**src/rtl/riscv_pkg.sv**
```systemverilog
// rtl/riscv_pkg.sv - shared opcodes, funct10 codes, sequencer states and legality decode
package riscv_pkg;

  localparam logic [6:0] OPC_LUI = 7'b0110111;
  localparam logic [6:0] OPC_OP  = 7'b0110011;

  // {funct7, funct3} for the supported register-register operations
  localparam logic [9:0] F10_ADD = 10'b0000000000;
  localparam logic [9:0] F10_SUB = 10'b0100000000;
  localparam logic [9:0] F10_XOR = 10'b0000000100;
  localparam logic [9:0] F10_OR  = 10'b0000000110;
  localparam logic [9:0] F10_AND = 10'b0000000111;

  typedef enum logic [2:0] {
    FETCH,
    WAIT,
    DECODE,
    EXEC,
    WB,
    HALT
  } seq_state_t;

  // Only LUI and the five listed OP encodings are executable; everything else traps.
  function automatic logic is_legal(input logic [31:0] insn);
    logic [9:0] f10;
    f10 = {insn[31:25], insn[14:12]};
    if (insn[6:0] == OPC_LUI) begin
      return 1'b1;
    end
    if (insn[6:0] == OPC_OP) begin
      return (f10 == F10_ADD) || (f10 == F10_SUB) || (f10 == F10_XOR) ||
             (f10 == F10_OR)  || (f10 == F10_AND);
    end
    return 1'b0;
  endfunction

endpackage

```
**src/rtl/riscv_core_seq_if.sv**
```systemverilog
// rtl/riscv_core_seq_if.sv - instruction-memory port and exec-unit port of the sequencer
interface riscv_core_seq_if #(
  parameter int XLEN = 32
);
  logic            imem_req_valid;
  logic            imem_req_ready;
  logic [XLEN-1:0] imem_req_addr;
  logic            imem_rsp_valid;
  logic [31:0]     imem_rsp_data;

  logic [6:0]      ex_opcode;
  logic [2:0]      ex_funct3;
  logic [6:0]      ex_funct7;
  logic [19:0]     ex_imm;
  logic [XLEN-1:0] ex_rs1;
  logic [XLEN-1:0] ex_rs2;
  logic            ex_rd_enable_write;
  logic [XLEN-1:0] ex_rd;

  // Sequencer side
  modport master (
    output imem_req_valid, imem_req_addr,
    input  imem_req_ready, imem_rsp_valid, imem_rsp_data,
    output ex_opcode, ex_funct3, ex_funct7, ex_imm, ex_rs1, ex_rs2,
    input  ex_rd_enable_write, ex_rd
  );

  // Memory / exec-unit side
  modport slave (
    input  imem_req_valid, imem_req_addr,
    output imem_req_ready, imem_rsp_valid, imem_rsp_data,
    input  ex_opcode, ex_funct3, ex_funct7, ex_imm, ex_rs1, ex_rs2,
    output ex_rd_enable_write, ex_rd
  );
endinterface

```
**src/rtl/riscv_regfile.sv**
```systemverilog
// rtl/riscv_regfile.sv - 32-entry integer register file, two async reads, one sync write
module riscv_regfile #(
  parameter int XLEN = 32
) (
  input  logic            clk,
  input  logic            rst_n,
  input  logic [4:0]      ra1,
  input  logic [4:0]      ra2,
  output logic [XLEN-1:0] rd1,
  output logic [XLEN-1:0] rd2,
  input  logic            we,
  input  logic [4:0]      wa,
  input  logic [XLEN-1:0] wd
);
  logic [XLEN-1:0] regs_q [32];
  logic [XLEN-1:0] regs_d [32];

  // Next register contents: single write port, writes to x0 are dropped
  always_comb begin
    regs_d = regs_q;
    if (we && (wa != 5'd0)) begin
      regs_d[wa] = wd;
    end
  end

  // Register storage, cleared on reset
  always_ff @(posedge clk or negedge rst_n) begin
    if (!rst_n) begin
      for (int i = 0; i < 32; i++) begin
        regs_q[i] <= '0;
      end
    end else begin
      regs_q <= regs_d;
    end
  end

  assign rd1 = (ra1 == 5'd0) ? '0 : regs_q[ra1];
  assign rd2 = (ra2 == 5'd0) ? '0 : regs_q[ra2];
endmodule

```
**src/rtl/riscv_core_seq.sv**
```systemverilog
// rtl/riscv_core_seq.sv - multi-cycle fetch/decode/exec/writeback sequencer of the minimal core
module riscv_core_seq
  import riscv_pkg::*;
#(
  parameter int              XLEN     = 32,
  parameter logic [XLEN-1:0] RESET_PC = '0
) (
  input  logic                clk,
  input  logic                rst_n,
  input  logic                run,
  riscv_core_seq_if.master    bus,
  output logic [XLEN-1:0]     pc,
  output logic [63:0]         instret,
  output logic                trap
);
  localparam logic [XLEN-1:0] PC_STEP = XLEN'(4);

  seq_state_t      state_q, state_d;
  logic [XLEN-1:0] pc_q, pc_d;
  logic [31:0]     ir_q, ir_d;
  logic [XLEN-1:0] rs1_q, rs1_d, rs2_q, rs2_d;
  logic [XLEN-1:0] res_q, res_d;
  logic            res_we_q, res_we_d;
  logic [63:0]     instret_q, instret_d;
  logic            trap_q, trap_d;
  logic [XLEN-1:0] rf_rd1, rf_rd2;
  logic            req_valid;

  riscv_regfile #(.XLEN(XLEN)) u_rf (
    .clk   (clk),
    .rst_n (rst_n),
    .ra1   (ir_q[19:15]),
    .ra2   (ir_q[24:20]),
    .rd1   (rf_rd1),
    .rd2   (rf_rd2),
    .we    ((state_q == WB) && res_we_q),
    .wa    (ir_q[11:7]),
    .wd    (res_q)
  );

  // Request is gated by reset so nothing is offered while rst_n is held low
  assign req_valid          = (state_q == FETCH) && run && rst_n;
  assign bus.imem_req_valid = req_valid;
  assign bus.imem_req_addr  = pc_q;
  assign bus.ex_opcode      = ir_q[6:0];
  assign bus.ex_funct3      = ir_q[14:12];
  assign bus.ex_funct7      = ir_q[31:25];
  assign bus.ex_imm         = ir_q[31:12];
  assign bus.ex_rs1         = rs1_q;
  assign bus.ex_rs2         = rs2_q;
  assign pc                 = pc_q;
  assign instret            = instret_q;
  assign trap               = trap_q;

  // Next-state and datapath updates for the serial instruction walk
  always_comb begin
    state_d   = state_q;
    pc_d      = pc_q;
    ir_d      = ir_q;
    rs1_d     = rs1_q;
    rs2_d     = rs2_q;
    res_d     = res_q;
    res_we_d  = res_we_q;
    instret_d = instret_q;
    trap_d    = trap_q;
    case (state_q)
      FETCH: begin
        if (req_valid && bus.imem_req_ready) state_d = WAIT;
      end
      WAIT: begin
        if (bus.imem_rsp_valid) begin
          ir_d    = bus.imem_rsp_data;
          state_d = DECODE;
        end
      end
      DECODE: begin
        rs1_d = rf_rd1;
        rs2_d = rf_rd2;
        if (is_legal(ir_q)) begin
          state_d = EXEC;
        end else begin
          trap_d  = 1'b1;
          state_d = HALT;
        end
      end
      EXEC: begin
        res_d    = bus.ex_rd;
        res_we_d = bus.ex_rd_enable_write;
        state_d  = WB;
      end
      WB: begin
        pc_d      = pc_q + PC_STEP;
        instret_d = instret_q + 64'd1;
        state_d   = FETCH;
      end
      HALT:    state_d = HALT;
      default: state_d = HALT;
    endcase
  end

  // Architectural and sequencing state
  always_ff @(posedge clk or negedge rst_n) begin
    if (!rst_n) begin
      state_q   <= FETCH;
      pc_q      <= RESET_PC;
      ir_q      <= '0;
      rs1_q     <= '0;
      rs2_q     <= '0;
      res_q     <= '0;
      res_we_q  <= 1'b0;
      instret_q <= '0;
      trap_q    <= 1'b0;
    end else begin
      state_q   <= state_d;
      pc_q      <= pc_d;
      ir_q      <= ir_d;
      rs1_q     <= rs1_d;
      rs2_q     <= rs2_d;
      res_q     <= res_d;
      res_we_q  <= res_we_d;
      instret_q <= instret_d;
      trap_q    <= trap_d;
    end
  end
endmodule
```
**src/flat_wrapper.sv**
```systemverilog
// flat-port wrapper written by rule: the top's interface ports become plain ports
module riscv_core_seq_flat import riscv_pkg::*;
#(
  parameter int              XLEN     = 32,
  parameter logic [XLEN-1:0] RESET_PC = '0
)
  (clk, rst_n, run, pc, instret, trap, bus_imem_req_valid, bus_imem_req_addr, bus_imem_req_ready, bus_imem_rsp_valid, bus_imem_rsp_data, bus_ex_opcode, bus_ex_funct3, bus_ex_funct7, bus_ex_imm, bus_ex_rs1, bus_ex_rs2, bus_ex_rd_enable_write, bus_ex_rd);
  riscv_core_seq_if #(.XLEN(XLEN)) bus_i ();
  input  logic clk;
  input  logic rst_n;
  input  logic run;
  output logic [XLEN-1:0] pc;
  output logic [63:0] instret;
  output logic trap;
  output wire logic [$bits(bus_i.imem_req_valid)-1:0] bus_imem_req_valid;
  output wire logic [$bits(bus_i.imem_req_addr)-1:0] bus_imem_req_addr;
  input wire logic [$bits(bus_i.imem_req_ready)-1:0] bus_imem_req_ready;
  input wire logic [$bits(bus_i.imem_rsp_valid)-1:0] bus_imem_rsp_valid;
  input wire logic [$bits(bus_i.imem_rsp_data)-1:0] bus_imem_rsp_data;
  output wire logic [$bits(bus_i.ex_opcode)-1:0] bus_ex_opcode;
  output wire logic [$bits(bus_i.ex_funct3)-1:0] bus_ex_funct3;
  output wire logic [$bits(bus_i.ex_funct7)-1:0] bus_ex_funct7;
  output wire logic [$bits(bus_i.ex_imm)-1:0] bus_ex_imm;
  output wire logic [$bits(bus_i.ex_rs1)-1:0] bus_ex_rs1;
  output wire logic [$bits(bus_i.ex_rs2)-1:0] bus_ex_rs2;
  input wire logic [$bits(bus_i.ex_rd_enable_write)-1:0] bus_ex_rd_enable_write;
  input wire logic [$bits(bus_i.ex_rd)-1:0] bus_ex_rd;
  assign bus_imem_req_valid = bus_i.imem_req_valid;
  assign bus_imem_req_addr = bus_i.imem_req_addr;
  assign bus_i.imem_req_ready = bus_imem_req_ready;
  assign bus_i.imem_rsp_valid = bus_imem_rsp_valid;
  assign bus_i.imem_rsp_data = bus_imem_rsp_data;
  assign bus_ex_opcode = bus_i.ex_opcode;
  assign bus_ex_funct3 = bus_i.ex_funct3;
  assign bus_ex_funct7 = bus_i.ex_funct7;
  assign bus_ex_imm = bus_i.ex_imm;
  assign bus_ex_rs1 = bus_i.ex_rs1;
  assign bus_ex_rs2 = bus_i.ex_rs2;
  assign bus_i.ex_rd_enable_write = bus_ex_rd_enable_write;
  assign bus_i.ex_rd = bus_ex_rd;
  riscv_core_seq #(.XLEN(XLEN), .RESET_PC(RESET_PC)) u_core (.clk(clk), .rst_n(rst_n), .run(run), .bus(bus_i), .pc(pc), .instret(instret), .trap(trap));
endmodule
```
**config.mk**
```make
export PLATFORM = sky130hd
export DESIGN_NAME = riscv_core_seq_flat
export DESIGN_NICKNAME = d
export VERILOG_FILES = /design/src/rtl/riscv_pkg.sv /design/src/rtl/riscv_core_seq_if.sv /design/src/rtl/riscv_regfile.sv /design/src/rtl/riscv_core_seq.sv /design/src/flat_wrapper.sv
export SDC_FILE = /design/constraint.sdc
export NUM_CORES = 2
export LEC_CHECK = 0
export BUFFER_PORTS_ARGS = -buffer_cell sky130_fd_sc_hd__buf_2
export CORE_MARGIN = 4
export CORE_UTILIZATION = 62
export DETAILED_ROUTE_END_ITERATION = 8
export PLACE_DENSITY = 0.8
export SETUP_SLACK_MARGIN = 0.4
export SLEW_MARGIN = 40
export SYNTH_ARGS = -nofsm -noshare
export SYNTH_HDL_FRONTEND = slang
export SYNTH_SLANG_ARGS = --single-unit
```
**constraint.sdc**
```tcl
create_clock -name clk -period 3.06 [get_ports clk]
set_clock_uncertainty 0.2 [all_clocks]
set_input_delay 0.612 -clock clk [delete_from_list [all_inputs] [get_ports clk]]
set_output_delay 0.612 -clock clk [all_outputs]
set_load 0.03 [all_outputs]
```
==> results.toml <==
[critical_path]
rr_endpoint = "u_core.bus.ex_rs1[11]"
crit_buf_inv = 4
start_kind = "register"
cp.required_ns = 2.25
path_cells = "buf_16 > buf_6 > buf_4 > buf_4"
crit_start = "u_core.ir_q[16]"
worstRegToRegCells = 6
cp_max_fo = 9
slowest_delay_ns = 0.52
reg2reg_slack_ns = 0.39
r2r-start = "u_core.state_q[0]"
end_kind = "output port"
critical_path_class = "register to output port"
cp_top_family = "buffers and inverters"
path_common_cell = "buf_4"
critPathArrivalTime_ns = 1.93
cp_slowest_cell = "dfrtp_4"

[synthesis]
synthMuxAreaShare_pct = 37.9
synth_top_family_by_area = "multiplexers"
synth-seq-area-share_pct = 49.1
yosys.area.top_type = "dfrtp_1"
ys_top_cells_by_count = "dfrtp_1 (1251), mux2_2 (1061), mux4_2 (476)"
synth_area_leaders = "dfrtp_1 (49%), mux2_2 (19%), mux4_2 (17%), mux2i_1 (2.0%), clkbuf_1 (1.4%)"
synth_simple_gate_area_share_pct = 3.72
synth-compound-area-share_pct = 3.97
avgSynthCellArea_um2 = 14.7
synth_area_mm2 = 0.0638
synth_cell_types = 68
synth_top_area_share_pct = 49.1
yosys.cell_count.top_type = "dfrtp_1"
synth_flop_cell = "dfrtp_1"
synth_edf_count = 0
async_flop_share_pct = 100
synthCells = 4353
synth_fa_ha_area_share_pct = 0.0392
ys_seq_elements = 1251
yosys_warnings = 0
yosys.area_share.xor_xnor_pct = 1.26

[run_status]
status = "finished, final reports clean"

[global_route]
grtUsageMet1_pct = 48.4
grt_util_met3_pct = 9.54
grt_pass1_wl_mm = 290
grt_overflow = 0
antenna_found_initial = 6
grt_pass1_vias = 44100
grt.met2_usage_pct = 56.1
grt_use_total_pct = 36.4
grt_max_degree = 162
busiest_layer = "met2"

[die]
die_w_um = 329
ios = 301
row_count = 117
core_area_mm2 = 0.102
die_area_mm2 = 0.108
die_y_um = 329
initial_utilization_pct = 62.5

[power]
power_mw = 67.6
ir_drop_mv = 0.949
power.density_mw_per_mm2 = 924
leakage_nw = 34.6

[route]
drc = 0
antenna_left = 0
via_per_inst = 7.12
via_count = 43300
wire_per_inst_um = 32.3
first_iter_violations = 5060
routed_wl_mm = 196
firstDrtPassIters = 6

[clocking]
cts_buffers = 135
clock_path_buffers = 3
clkSinkCount = 1251
root_buffer = "clkbuf_16"
clk_pin_slew_worst_paths_ns = 0.06
h-tree-depth = 4
cts_tree = "built"
clk_latency_ns = 0.74

[cells_and_area]
stdcell_area_mm2 = 0.0732
areaGrowthSynthToFinish_pct = 14.8
drive_gt1_share_pct = 51.5
nFillCells = 6431
fin_nets = 4678

[sta]
hold-worst-slack_ns = 0.192
finalSetupViolations = 0
post-route-period-util_pct = 89.5
slew_headroom_pct = 44.1
max_freq_mhz = 365
grt_setup_unrepaired = "true"
tns_ns = 0
drv_slew = 0
worst_slew_pin_slew_ns = 0.838
period_minus_slack_ns = 2.74
hold_viol_final = 0

[hold_path]
min_to = "u_core.u_rf.regs_q[1005]"
hold_depth = 0
hp-start = "u_core.u_rf.regs_q[1005]"
hold_path_class = "register to register"

[place]
port_buffers = 296
post-dp-hpwl_mm = 114
place.gp.congestion = 0.840
dpl_cell_area_mm2 = 0.0673

[job]
max-cap-violations = 0
[placed cells by master, fill, tap and decap left out, types with 12 or more instances in the layout]
| cell | netlist | layout |
|---|---|---|
| a22oi_1 | 23 | 23 |
| clkbuf_1 | 237 | 34 |
| o22ai_1 | 48 | 48 |
| mux2i_1 | 126 | 126 |
| nor4_1 | 14 | 14 |
| nor2_1 | 52 | 49 |
| clkbuf_16 | 0 | 143 |
| dlygate4sd3_1 | 0 | 68 |
| inv_1 | 12 | 12 |
| a211oi_1 | 71 | 70 |
| nand4_1 | 30 | 30 |
| nor3_1 | 52 | 51 |
| dfrtp_2 | 0 | 33 |
| a221oi_1 | 57 | 57 |
| clkbuf_8 | 0 | 35 |
| a22o_1 | 41 | 41 |
| buf_16 | 0 | 13 |
| nor2b_1 | 76 | 67 |
| a21oi_1 | 80 | 80 |
| mux4_2 | 476 | 476 |
| xor2_1 | 40 | 40 |
| buf_2 | 165 | 295 |
| mux2_1 | 22 | 22 |
| mux2_2 | 1061 | 1061 |
| buf_4 | 89 | 184 |
| nand2_1 | 104 | 82 |
| nand3_1 | 38 | 36 |
| dfrtp_1 | 1251 | 1210 |
| buf_12 | 0 | 60 |
| nand2_2 | 0 | 22 |
| xnor2_1 | 52 | 52 |
[area by class of cell]
type	instances	area, µm²	share of cell area [%]
Timing Repair Buffer	637	5390	7.36
Clock inverter	30	414	0.566
Tap cell	1368	1710	2.34
Sequential cell	1251	31400	42.8
Inverter	12	45.0	0.0615
Antenna cell	3	7.51	0.0103
Multi-Input combinational cell	2569	30200	41.2
Clock buffer	210	4140	5.65
[cell families (layout without fill, tap and decap cells)]
group,count (synthesis),in the layout
AO/OA/AOI/OAI,350,350
XOR/XNOR,92,92
adder cells (fa/ha/maj),2,2
buffers and inverters,536,889
flip-flops,1251,1251
multiplexers,1685,1685
other,1,7
AND/OR/NAND/NOR,436,436
[metal layers]
layer / share of wire (%) / wire length [µm]
met1: 37 / 72300
met4: 5.7 / 11300
met2: 47 / 91800
met3: 11 / 21100
met5: 0.0046 / 9
[how the worst max path moves through the flow]
stage	endpoint	cells past startpoint
CTS	bus_ex_imm[4]	4
global placement	u_core.bus.ex_rs2[9]	7
finish	bus_ex_imm[4]	4
global route	bus_ex_imm[4]	4
detailed placement	u_core.u_rf.regs_q[361]	6
floorplan	u_core.bus.ex_rs2[30]	7
[flip-flops by register name, indices dropped and copies added, names as in the netlist]
name,count
u_core.instret,64
u_core.bus.ex_rs2,32
u_core.state_q,3
u_core.bus.imem_req_addr,30
u_core.trap,1
u_core.res_q,32
u_core.ir_q,32
u_core.bus.ex_rs1,32
u_core.u_rf.regs_q,1024
u_core.res_we_q,1
[what timing repair did]
item / in CTS / in global routing
setup buffers: 13 / 24
hold buffers: 70 / 0
gates resized for setup: 11 / 20
cloned: 3 / 2
endpoints found under the setup margin: 155 / 227
endpoints found under the hold margin: 227 / 0
pin swaps: 0 / 1
[worst reg2reg max path: cells and delay by family, from the launching register on]
| family | cells | cell delay (ns) |
|---|---|---|
| AOI/OAI and AO/OA | 2 | 0.39 |
| DFF | 1 | 0.46 |
| and+or+nand+nor | 3 | 1.22 |
| buffers and inverters | 1 | 0.26 |
[power breakdown]
part | internal, mW | total (mW) | switching, mW
registers | 20.4 | 25.7 | 5.28
logic | 12.1 | 25.2 | 13.1
clock network | 9.98 | 16.8 | 6.82
total | 42.4 | 67.6 | 25.2
[through the flow]
step                      std cells  utilization [%]  setup slack, ns
after detailed placement       5722             65.9            0.326
final                          6080             71.8            0.322
after CTS                      6048             71.4            0.216
after global placement         5721             65.9            0.340
after global routing           6079             71.8            0.294
after floorplan                4356                -            0.718
No activity file was read; power rests on OpenSTA's default activity.
